[src/rtl/ddp_pkg.sv]
// Shared definitions for the display data processor: colour width, black level,
// pixel classification carried down the read-latency pipeline, and a width helper.
package ddp_pkg;

  localparam int unsigned RGB_W = 12;
  localparam logic [RGB_W-1:0] RGB_BLACK = '0;

  // What the output stage should do with a pixel once its VRAM data arrives.
  typedef enum logic [1:0] {
    PixBlank  = 2'd0,
    PixBorder = 2'd1,
    PixTexel  = 2'd2
  } pix_kind_e;

  // Bits needed to hold values 0..value-1 (at least one bit).
  function automatic int unsigned clog2(input int unsigned value);
    int unsigned width;
    width = 1;
    while ((64'd1 << width) < 64'(value)) begin
      width++;
    end
    return width;
  endfunction

endpackage

[src/rtl/ddp_edge.sv]
// One-register falling-edge detector: fall_o pulses for the cycle in which d_i
// drops after having been high on the previous cycle.
module ddp_edge (
  input  logic clk_i,
  input  logic rst_i,
  input  logic d_i,
  output logic fall_o
);

  logic d_q;

  // Remember last cycle's level; cleared by synchronous reset.
  always_ff @(posedge clk_i) begin
    if (rst_i) begin
      d_q <= 1'b0;
    end else begin
      d_q <= d_i;
    end
  end

  assign fall_o = d_q & ~d_i;

endmodule

[src/rtl/ddp_scaler.sv]
// Display data processor: replicates each texel of an H_LEN x V_LEN VRAM canvas
// SCALE times in x and y, issues VRAM read addresses and aligns returned texels
// with a registered rgb output RD_LAT+1 cycles after the issuing active cycle.
// Optional feature: define DDP_SCALER_BORDER_EN to paint active pixels outside
// the canvas with BORDER_RGB; otherwise they are black.
module ddp_scaler
  import ddp_pkg::*;
#(
  parameter int unsigned       DW         = 15,
  parameter int unsigned       H_LEN      = 200,
  parameter int unsigned       V_LEN      = 150,
  parameter int unsigned       SCALE      = 4,
  parameter int unsigned       RD_LAT     = 1,
  parameter logic [RGB_W-1:0]  BORDER_RGB = 12'h000
) (
  input  logic              pclk,
  input  logic              rst,
  input  logic              hen,
  input  logic              ven,
  input  logic [RGB_W-1:0]  rdata,
  output logic [RGB_W-1:0]  rgb,
  output logic [DW-1:0]     raddr
);

  localparam int unsigned SxW  = clog2(SCALE);
  localparam int unsigned ColW = clog2(H_LEN + 1);
  localparam int unsigned RowW = clog2(V_LEN + 1);

  localparam logic [SxW-1:0]  SLast   = SxW'(SCALE - 1);
  localparam logic [ColW-1:0] ColMax  = ColW'(H_LEN);
  localparam logic [ColW-1:0] ColLast = ColW'(H_LEN - 1);
  localparam logic [RowW-1:0] RowMax  = RowW'(V_LEN);
  localparam logic [RowW-1:0] RowLast = RowW'(V_LEN - 1);
  localparam logic [DW-1:0]   LineStep = DW'(H_LEN);

`ifdef DDP_SCALER_BORDER_EN
  localparam logic [RGB_W-1:0] BorderColor = BORDER_RGB;
`else
  // Border pixels stay black; masking keeps BORDER_RGB referenced but inert.
  localparam logic [RGB_W-1:0] BorderColor = BORDER_RGB & RGB_BLACK;
`endif

  logic act, line_end, frame_end;
  assign act = hen & ven;

  ddp_edge u_act_edge (
    .clk_i  (pclk),
    .rst_i  (rst),
    .d_i    (act),
    .fall_o (line_end)
  );

  ddp_edge u_ven_edge (
    .clk_i  (pclk),
    .rst_i  (rst),
    .d_i    (ven),
    .fall_o (frame_end)
  );

  logic [SxW-1:0]  sx_q, sx_d, sy_q, sy_d;
  logic [ColW-1:0] col_q, col_d;
  logic [RowW-1:0] row_q, row_d;
  logic [DW-1:0]   line_base_q, line_base_d;

  // Scan bookkeeping: frame_end beats line_end, which beats pixel stepping.
  always_comb begin
    sx_d        = sx_q;
    sy_d        = sy_q;
    col_d       = col_q;
    row_d       = row_q;
    line_base_d = line_base_q;
    if (frame_end) begin
      sx_d        = '0;
      sy_d        = '0;
      col_d       = '0;
      row_d       = '0;
      line_base_d = '0;
    end else if (line_end) begin
      sx_d  = '0;
      col_d = '0;
      if (sy_q == SLast) begin
        sy_d = '0;
        if (row_q != RowMax) begin
          row_d = row_q + RowW'(1);
        end
        // Base stops at the last canvas row so overscan lines repeat it.
        if (row_q < RowLast) begin
          line_base_d = line_base_q + LineStep;
        end
      end else begin
        sy_d = sy_q + SxW'(1);
      end
    end else if (act) begin
      if (sx_q == SLast) begin
        sx_d = '0;
        if (col_q != ColMax) begin
          col_d = col_q + ColW'(1);
        end
      end else begin
        sx_d = sx_q + SxW'(1);
      end
    end
  end

  // Scan counter registers.
  always_ff @(posedge pclk) begin
    if (rst) begin
      sx_q        <= '0;
      sy_q        <= '0;
      col_q       <= '0;
      row_q       <= '0;
      line_base_q <= '0;
    end else begin
      sx_q        <= sx_d;
      sy_q        <= sy_d;
      col_q       <= col_d;
      row_q       <= row_d;
      line_base_q <= line_base_d;
    end
  end

  logic            col_in, in_canvas;
  logic [ColW-1:0] col_clamp;
  pix_kind_e       issue_kind;

  // Address and classification of the pixel issued this cycle.
  always_comb begin
    col_in     = (col_q < ColMax);
    in_canvas  = col_in & (row_q < RowMax);
    col_clamp  = col_in ? col_q : ColLast;
    raddr      = line_base_q + DW'(col_clamp);
    issue_kind = PixBlank;
    if (act) begin
      issue_kind = in_canvas ? PixTexel : PixBorder;
    end
  end

  pix_kind_e kind_q [RD_LAT];

  // Carry the pixel class alongside the VRAM read until rdata is valid.
  always_ff @(posedge pclk) begin
    if (rst) begin
      for (int i = 0; i < int'(RD_LAT); i++) begin
        kind_q[i] <= PixBlank;
      end
    end else begin
      kind_q[0] <= issue_kind;
      for (int i = 1; i < int'(RD_LAT); i++) begin
        kind_q[i] <= kind_q[i-1];
      end
    end
  end

  logic [RGB_W-1:0] rgb_q, rgb_d;

  // Output colour select for the pixel whose data arrives this cycle.
  always_comb begin
    case (kind_q[RD_LAT-1])
      PixTexel:  rgb_d = rdata;
      PixBorder: rgb_d = BorderColor;
      default:   rgb_d = RGB_BLACK;
    endcase
  end

  // Registered pixel output.
  always_ff @(posedge pclk) begin
    if (rst) begin
      rgb_q <= RGB_BLACK;
    end else begin
      rgb_q <= rgb_d;
    end
  end

  assign rgb = rgb_q;

endmodule

[config.mk]
export PLATFORM = sky130hd
export DESIGN_NAME = ddp_scaler
export DESIGN_NICKNAME = d
export VERILOG_FILES = /design/src/rtl/ddp_pkg.sv /design/src/rtl/ddp_edge.sv /design/src/rtl/ddp_scaler.sv
export SDC_FILE = /design/constraint.sdc
export NUM_CORES = 1
export LEC_CHECK = 0
export BUFFER_PORTS_ARGS = -buffer_cell sky130_fd_sc_hd__buf_2
export CAP_MARGIN = 0
export CORE_MARGIN = 3
export CORE_UTILIZATION = 52
export CTS_BUF_LIST = sky130_fd_sc_hd__clkbuf_4
export CTS_CLUSTER_SIZE = 14
export DETAILED_ROUTE_END_ITERATION = 8
export PLACE_DENSITY = 0.78
export REMOVE_ABC_BUFFERS = 1
export SETUP_SLACK_MARGIN = 0.05
export SKIP_LAST_GASP = 1
export SLEW_MARGIN = 10
export SYNTH_ARGS = -nofsm -noshare
export SYNTH_HDL_FRONTEND = slang
export SYNTH_SLANG_ARGS = --single-unit
[constraint.sdc]
create_clock -name pclk -period 2.2 [get_ports pclk]
set_input_delay 0.44 -clock pclk [delete_from_list [all_inputs] [get_ports pclk]]
set_output_delay 0.44 -clock pclk [all_outputs]
set_load 0.05 [all_outputs]
==> results of run 1 <==
[per-stage QoR]
stage | power [uW] | worst slack [ns] | instances
global placement | 971 | -0.268 | 417
global route | 1550 | -0.615 | 426
detailed placement | 972 | -0.279 | 417
floorplan | 939 | -1.43 | 286
CTS | 1510 | -0.507 | 425
finish | 1490 | -0.505 | 426
[cells by family after synthesis]
kind of cell | after synthesis
buffers and inverters | 23
muxes | 6
and+or+nand+nor | 130
AOI/OAI and AO/OA | 63
DFF | 48
adders and majority gates | 14
xor gates and xnor gates | 14
[repair_timing]
action / in CTS / in global routing
buffers inserted: 0 / 1
gates resized for setup: 31 / 11
endpoints found under the setup margin: 11 / 14
pin swaps: 16 / 15
hold buffers: 0 / 0
[registers in the layout, summed over array words and instances (netlist names)]
signal	flops
u_act_edge.d_q	1
sx_q	2
line_base_q	12
rgb	12
col_q	8
sy_q	2
row_q	8
u_ven_edge.d_q	1
kind_q	2
[how the worst min path moves through the flow]
stage,from,endpoint,slack (ns),depth (start not counted)
2_1_floorplan,sx_q[1],sx_q[1],0.44,2
3_3_place_gp,sy_q[1],sy_q[1],0.45,2
3_5_place_dp,sx_q[1],sx_q[1],0.45,2
4_1_cts,rdata[10],rgb[10],0.25,2
5_1_grt,rdata[0],rgb[0],0.23,2
6_report,rdata[6],rgb[6],0.26,2
[power by group through the flow]
stage	logic, uW	registers, uW	clock network [uW]
CTS	72.6	881	552
finish	71.9	881	540
detailed placement	72.2	900	0
floorplan	26.9	912	0
global placement	71.1	899	0
global route	78.8	882	587
[worst max-delay path: cells and delay by family, from the launching register on]
| kind | cells | cell delay [ns] |
|---|---|---|
| compound gates | 2 | 0.34 |
| fa+ha+maj | 2 | 0.49 |
| simple gates | 3 | 0.35 |
| xor+xnor | 1 | 0.12 |
| flops | 1 | 0.37 |
| buf+inv | 1 | 0.21 |
[cell type report]
type	count	area (um2)	share of cell area, %
inverters	11	41.3	1.29
repair buffers	67	444	13.9
well taps	65	81.3	2.54
clock inverters	3	46.3	1.44
clock buffers	5	37.5	1.17
multi-input cells	227	1590	49.6
flip-flops and latches	48	963	30.1
[Yosys cell counts, types with 8 or more instances]
master    number  area, um2
a21oi_1       24        120
and2_1        19        119
clkbuf_1       8       30.0
dfxtp_1       48        961
ha_1          13        163
inv_1         11       41.3
nand2_1       25       93.8
nand3_1       13       65.1
nor2_1        20       75.1
o21ai_0       14       70.1
or3_1         10       62.6
xnor2_1        9       78.8
[layer usage]
layer / vias to the layer above / GRT usage (%) / wire length, um
met2: 54 / 33.3 / 2760
met5: - / 0 / 0
li1: 1185 / - / -
met4: 0 / 6.02 / 46
met3: 5 / 4.62 / 230
met1: 1062 / 23.2 / 2450
==> flow_summary.ini, run 1 <==
[pwr]
internal_power_uw = 1150
p_sw_uw = 346
swShare_pct = 23.2
clkPwrFrac_pct = 36.2
power_density_nw_per_um2 = 466
pwr-share-comb_pct = 4.8
p_leak_uw = 0.00132
ir_drop_uv = 381
pwr-share-seq_pct = 59.0

[route]
drtIter0Drc = 112
vias = 2306
drc = 0
routed_via_density = 5.41
first_pass_iters = 4
ant_nets = 0
totalWireLength_um = 5490
routedWlPerCell_um = 12.9

[finish]
final_area_um2 = 3200
nets = 390
final_common_cell = dfxtp_1
diodes = 0
syn_to_final_growth_pct = 26.5
mostFrequentLayoutCells = 46 x dfxtp_1, 32 x buf_4, 31 x buf_2
layout-drive-gt1-share_pct = 27.7
finish.utilization_pct = 70.7
n_fill_cell = 377

[grt]
track_usage_pct = 19.1
grt_max_degree = 17
grt_pass1_wl_um = 8670
grt_pass1_vias = 2049
antenna_found_initial = 0
grt_remaining_overflow = 0

[placed_design]
port_buffers = 42
dpl-instance-area_um2 = 2950
place_hpwl_um = 3930
gp_congestion = 0.897

[timing]
worstMarginPinSlew_ns = 0.534
whs_ns = 0.260
final_max_slew_viol_count = 0
fin_crit_ns = 2.70
finClkSkew_ns = 0.00662
fmax_mhz = 370
setup_slack_ns = -0.505
max_slew_margin_pct = 64.4
rsz0062_at_grt = true
fin_crit_sh_pct = 123
setup-tns-final_ns = -3.76
hold_viol_final = 0
setup_viol = 11

[floorplan]
initial_utilization_pct = 55.8
die-width_um = 75.8
floorplan.die.height_um = 75.8
die_area_um2 = 5740
io_pins = 43
rows = 24
core_area_um2 = 4530

[worst_setup_path]
crit_end = raddr[11]
end_kind = primary output
rrSetupSlack_ns = 0.35
critical_path_arrival_ns = 2.26
slowest_stage = dfxtp_2
rr_worst_depth = 6
required_ns = 1.76
crit_type = reg2out
path_cells = nand2_2, and2_4, ha_4, fa_2, a21oi_2, o211ai_1, nand3_1, xnor2_1, buf_4
worstReg2RegStart = row_q[0]
cp-start-kind = flip-flop
cp_max_fo = 3
slowest_delay_ns = 0.37
crit_start = col_q[7]
timing.rr.end = line_base_q[10]

[logic_synthesis]
synth_top_family_by_area = simple AND/OR/NAND/NOR gates
ys.warnings.count = 0
ys.flop_type = dfxtp_1
ys_ff_latch = 48
async_flop_share_pct = 0
ys_types = 44
syn_avg_cell_area_um2 = 8.50
synthesis.area_um2 = 2530
synthAdderAreaFrac_pct = 7.21
synthXorXnorAreaFrac_pct = 4.84
synth.mux.area_fraction_pct = 2.47
synth_compound_gate_area_share_pct = 15.7
syn_inst = 298
synth-edff-count = 0
synth_seq_area_share_pct = 37.9
yosys.area_share.simple_pct = 28.3

[status]
violations = negative setup slack
outcome = complete, but fails checks

[clocking]
cts.sinks = 48
root_buffer = clkbuf_4
htreeDepth = 2
clock_path_buffers = 2
clk-insertion-delay-late_ns = 0.37
path_clk_slew_ns = 0.15
tritoncts = built
cts_inserted_buffers = 5

[min_path]
worst_hold_path_type = in2reg

[job]
cap_viol_max_count = 0
Note: power is estimated with default switching activity, not from simulation.
==> inputs of run 2 (changes only) <==
--- a/config.mk
+++ b/config.mk
@@ -19,4 +19,5 @@
 export SLEW_MARGIN = 10
 export SYNTH_ARGS = -nofsm -noshare
 export SYNTH_HDL_FRONTEND = slang
+export SYNTH_HIERARCHICAL = 1
 export SYNTH_SLANG_ARGS = --single-unit
==> run 2 against run 1 <==
The flow still finishes with violations (negative setup slack). Setup slack lost 0.033 ns. Combinational power grew 3%. Core utilization is the same. Largest power group unchanged. Global-route usage grew 0.25 points. Register-to-register slack lost 0.12 ns. Highest routed layer unchanged.
==> flow_summary.ini, run 2 <==
[pwr]
pwr-share-seq_pct = 58.6
power_density_nw_per_um2 = 469
p_leak_uw = 0.00140
swShare_pct = 23.6
pwr-share-comb_pct = 4.9
p_sw_uw = 354
ir_drop_uv = 467
internal_power_uw = 1150
clkPwrFrac_pct = 36.5

[floorplan]
io_pins = 43
die-width_um = 75.8
initial_utilization_pct = 55.9
rows = 24
die_area_um2 = 5750
floorplan.die.height_um = 75.8
core_area_um2 = 4530

[logic_synthesis]
syn_inst = 288
synth_area_leaders = dfxtp_1 38%, ha_1 6.4%, and2_1 3.7%
yosysTopAreaCellShare_pct = 37.9
synth-edff-count = 0
async_flop_share_pct = 0
netlist_top_cells_count = 48 x dfxtp_1, 25 x nand2_1, 23 x nor2_1
syn_avg_cell_area_um2 = 8.80
synthesis.area_um2 = 2530
ys_ff_latch = 48
yosysMostFrequentCell = dfxtp_1
ys_types = 49
synth_top_cell_by_area = dfxtp_1
ys.flop_type = dfxtp_1
ys.warnings.count = 6
synth_seq_area_share_pct = 37.9

[worst_setup_path]
cp-start-kind = flip-flop
cp_max_fo = 4
end_kind = primary output
required_ns = 1.76
crit_start = col_q[6]
crit_type = reg2out
critical_path_arrival_ns = 2.30
worstReg2RegStart = row_q[0]

[placed_design]
gp_congestion = 0.793
place_hpwl_um = 3980
dpl-instance-area_um2 = 2930
numPlacedInstances = 406
port_buffers = 42

[timing]
worstMarginPinSlew_ns = 0.508
fin_crit_sh_pct = 124
final_max_slew_viol_count = 0
setup_slack_ns = -0.538
hold_viol_final = 0
setup-tns-final_ns = -4.52
fin_crit_ns = 2.74
whs_ns = 0.249
setup_viol = 11
max_slew_margin_pct = 66.0
rsz0062_at_grt = true
fmax_mhz = 365
finClkSkew_ns = 0.0122

[status]
violations = negative setup slack
outcome = complete, but fails checks

[min_path]
min_from = rdata[2]
worst_hold_path_type = in2reg

[finish]
diodes = 0
n_fill_cell = 368
fin_cells = 417
syn_to_final_growth_pct = 26.5
mostFrequentLayoutCells = 46 x dfxtp_1, 34 x buf_4, 31 x buf_2
final_common_cell = dfxtp_1
nets = 381
final_area_um2 = 3200
layout-drive-gt1-share_pct = 29.5

[grt]
grt_remaining_overflow = 0
grt_pass1_wl_um = 8700
track_usage_pct = 19.4
grt_pass1_vias = 2059
antenna_found_initial = 0
grt_max_degree = 19

[route]
routedWlPerCell_um = 13.2
first_pass_iters = 4
routed_via_density = 5.47
ant_nets = 0
totalWireLength_um = 5500
vias = 2279
drtIter0Drc = 139
drc = 0

[clocking]
cts.sinks = 48
clk-insertion-delay-late_ns = 0.37
cts_inserted_buffers = 5
root_buffer = clkbuf_4
path_clk_slew_ns = 0.16
clock_path_buffers = 2
htreeDepth = 2
tritoncts = built

[job]
cap_viol_max_count = 0
==> run 2: cell types whose count changed after synthesis, moves of 4 or more <==
cell	change
a21oi_1	-7
and2_1	-4
nand3_1	-4
o21ai_0	-7
or3_1	-6
==> run 2: cell families after synthesis <==
kind of cell / Yosys count / share of synthesized area (%)
AOI/OAI and AO/OA: 55 / 14.6
xor gates and xnor gates: 18 / 6.22
adders and majority gates: 14 / 7.21
buffers and inverters: 23 / 4.49
DFF: 48 / 37.9
muxes: 7 / 2.77
and+or+nand+nor: 123 / 26.8
==> run 2: final cells by class <==
type / instances / area (um2) / share of cell area, %
Clock inverter: 3 / 47.5 / 1.48
Sequential cell: 48 / 963 / 30.1
Tap cell: 65 / 81.3 / 2.54
Clock buffer: 5 / 37.5 / 1.17
Timing Repair Buffer: 69 / 459 / 14.3
Inverter: 10 / 37.5 / 1.17
Multi-Input combinational cell: 217 / 1580 / 49.2
==> run 2: per-layer routing <==
layer  vias to the layer above  track usage [%]  part of all wire (%)
met4                         0             5.24                  0.87
li1                       1154                -                     -
met2                        57             34.0                    52
met3                         5             4.62                   4.7
met5                         -                0                     0
met1                      1063             23.6                    42
==> run 2: path summary, 6_finish.rpt <==
kind                      to  slack [ns]  cells after the start
max                raddr[12]       -0.54                     11
min                   rgb[2]        0.25                      2
max reg2reg  line_base_q[14]        0.23                      6
min reg2reg          sx_q[1]        0.50                      2
==> run 2: power groups by stage <==
stage	clock (uW)	sequential [uW]	combinational, uW
detailed placement	0	900	74.3
CTS	562	881	74.6
finish	549	881	73.8
global placement	0	899	73.0
global route	586	882	81.8
floorplan	0	912	28.8
==> run 2: worst max-delay path: stages, from the launching register on <==
cell      delay [ns]
dfxtp_2         0.37
nand2_2         0.07
and2_4          0.14
ha_4            0.16
buf_4           0.13
buf_6           0.11
a211oi_4        0.28
o21bai_4        0.14
buf_6           0.14
nand4_1         0.09
o311ai_1        0.10
buf_4           0.21
==> run 2: repair_timing <==
item | CTS | global route
setup buffers | 1 | 2
pin swaps | 12 | 15
hold buffers | 0 | 0
gates cloned | 0 | 0
resized for setup | 29 | 15
setup endpoints to repair | 11 | 14
==> run 2: per-stage QoR <==
| step | total power (uW) | util (%) | worst slack [ns] |
|---|---|---|---|
| floorplan | 941 | - | -1.43 |
| global placement | 972 | 64.6 | -0.272 |
| detailed placement | 974 | 64.6 | -0.333 |
| CTS | 1520 | 68.5 | -0.534 |
| global route | 1550 | 70.7 | -0.643 |
| finish | 1500 | 70.7 | -0.538 |
==> inputs of run 3 (changes only) <==
--- a/config.mk
+++ b/config.mk
@@ -14,7 +14,7 @@
 export DETAILED_ROUTE_END_ITERATION = 8
 export PLACE_DENSITY = 0.78
 export REMOVE_ABC_BUFFERS = 1
-export SETUP_SLACK_MARGIN = 0.05
+export SETUP_SLACK_MARGIN = 0.02
 export SKIP_LAST_GASP = 1
 export SLEW_MARGIN = 10
 export SYNTH_ARGS = -nofsm -noshare
==> run 3 against run 2 <==
The run still ends with negative setup slack left. Setup slack improved by 0.0076 ns. Final cell count is 0.24% lower. Critical path depth unchanged. Core utilization down 0.17 points. First-iteration DRC count is 11% lower. Clock power down 0.7%. Sequential share of layout area increased by 0.071 points. Non-clock buffer count shrank 1. Fmax is 0.28% higher. Critical path type unchanged.
==> flow_summary.ini, run 3 (synthesized netlist as in run 2, its figures left out) <==
[status]
outcome = complete, but fails checks
violations = negative setup slack

[worst_setup_path]
rrSetupSlack_ns = 0.23
crit_buf_inv = 4
slowest_stage = dfxtp_2
worst-path-stages = 11
required_ns = 1.76
rr_worst_depth = 6
critical_path_arrival_ns = 2.29
cp_max_fo = 4
critical-path-top-delay-family = buffers and inverters
cp-start-kind = flip-flop
slowest_delay_ns = 0.37
end_kind = primary output
path_cells = nand2_2, and2_4, ha_4, buf_4, buf_6, a211oi_4, o21bai_4, buf_6, nand4_1, o311ai_1, buf_4
worstReg2RegStart = row_q[0]
crit_type = reg2out
timing.rr.end = line_base_q[14]

[timing]
fin_crit_ns = 2.73
fmax_mhz = 366
whs_ns = 0.254
fin_crit_sh_pct = 124
final_max_slew_viol_count = 0
setup_slack_ns = -0.531
setup_viol = 11
rsz0062_at_grt = true
worstMarginPinSlew_ns = 0.509
hold_viol_final = 0
finClkSkew_ns = 0.00813
max_slew_margin_pct = 66.0

[grt]
grt_pass1_wl_um = 8700
grt_max_degree = 19
antenna_found_initial = 0
grt_pass1_vias = 2059
track_usage_pct = 19.4
grt_remaining_overflow = 0

[finish]
multi_input_area_um2 = 1580
mostFrequentLayoutCells = 46 x dfxtp_1, 33 x buf_4, 31 x buf_2
nets = 380
final_area_um2 = 3200
diodes = 0
layout-drive-gt1-share_pct = 29.3
fin_cells = 416
final_common_cell = dfxtp_1
ff_latch_area_um2 = 963
n_fill_cell = 370
syn_to_final_growth_pct = 26.2

[route]
ant_nets = 0
first_pass_iters = 4
vias = 2280
drc = 0
routedWlPerCell_um = 13.1
totalWireLength_um = 5460
routed_via_density = 5.48
drtIter0Drc = 124

[floorplan]
rows = 24
floorplan.die.height_um = 75.8
die-width_um = 75.8
die_area_um2 = 5750
initial_utilization_pct = 55.9
io_pins = 43
core_area_um2 = 4530

[clocking]
root_buffer = clkbuf_4
clk-insertion-delay-late_ns = 0.37
cts.sinks = 48
tritoncts = built
cts_inserted_buffers = 5
htreeDepth = 2
path_clk_slew_ns = 0.15
clock_path_buffers = 2

[placed_design]
numPlacedInstances = 406
port_buffers = 42
gp_congestion = 0.793
dp_slack_ns = -0.333
place_hpwl_um = 3980
dpl-instance-area_um2 = 2930

[job]
cap_viol_max_count = 0

[min_path]
min_from = rdata[2]
min_to = rgb[2]
hold_path_depth = 2
worst_hold_path_type = in2reg

[pwr]
power_density_nw_per_um2 = 469
p_leak_uw = 0.00139
ir_drop_uv = 465
-- run 3: changes by cell type in the layout (fill, tap and decap cells not counted), sizes merged --
cell | before | now
buf | 69 | 68
-- run 3: worst reg2reg max path, delay by kind of cell (launching register included) --
kind | cells | cell delay, ns
AO/OA/AOI/OAI | 2 | 0.54
adder cells (fa/ha/maj) | 1 | 0.14
buffers and inverters | 1 | 0.10
flip-flops | 1 | 0.38
AND/OR/NAND/NOR | 2 | 0.75
-- run 3: through the flow --
stage / setup TNS (ns) / power [uW] / utilization, %
2_1_floorplan: -6.06 / 941 / -
3_3_place_gp: -1.35 / 972 / 64.6
3_5_place_dp: -1.91 / 974 / 64.6
4_1_cts: -4.30 / 1520 / 68.5
5_1_grt: -5.54 / 1550 / 70.5
6_report: -4.43 / 1500 / 70.5
-- run 3: what timing repair did --
item / in CTS / in global routing
hold buffers: 0 / 0
resized for setup: 29 / 15
pin swaps: 12 / 15
setup endpoints to repair: 11 / 14
setup buffers: 1 / 1
-- run 3: metal layers --
layer,global-route usage (%),up-vias,routed length [um]
met2,34.0,55,2850
met3,4.62,5,241
met4,5.24,0,48
met5,0,-,0
li1,-,1152,-
met1,23.6,1068,2320
-- run 3: how the worst max path moves through the flow --
| stage | start | endpoint | slack, ns |
|---|---|---|---|
| detailed placement | col_q[6] | raddr[11] | -0.33 |
| floorplan | col_q[6] | raddr[10] | -1.43 |
| global placement | col_q[6] | raddr[11] | -0.27 |
| finish | col_q[6] | raddr[12] | -0.53 |
| CTS | col_q[7] | raddr[11] | -0.53 |
| global route | col_q[6] | raddr[11] | -0.64 |
-- run 3: power breakdown --
part	leakage, uW	internal [uW]	total, uW	switching (uW)
Sequential	0.000389	878	881	3.02
Clock	0.0000454	243	545	302
Combinational	0.000957	28.2	73.7	45.5
Total	0.00139	1150	1500	350
-- run 3: layout make-up --
type,instances,share of cell area [%]
sequential,48,30.1
multi-input combinational,217,49.4
clock buffer,5,1.17
timing repair buffer,68,14.1
inverter,10,1.17
tap,65,2.54
clock inverter,3,1.49
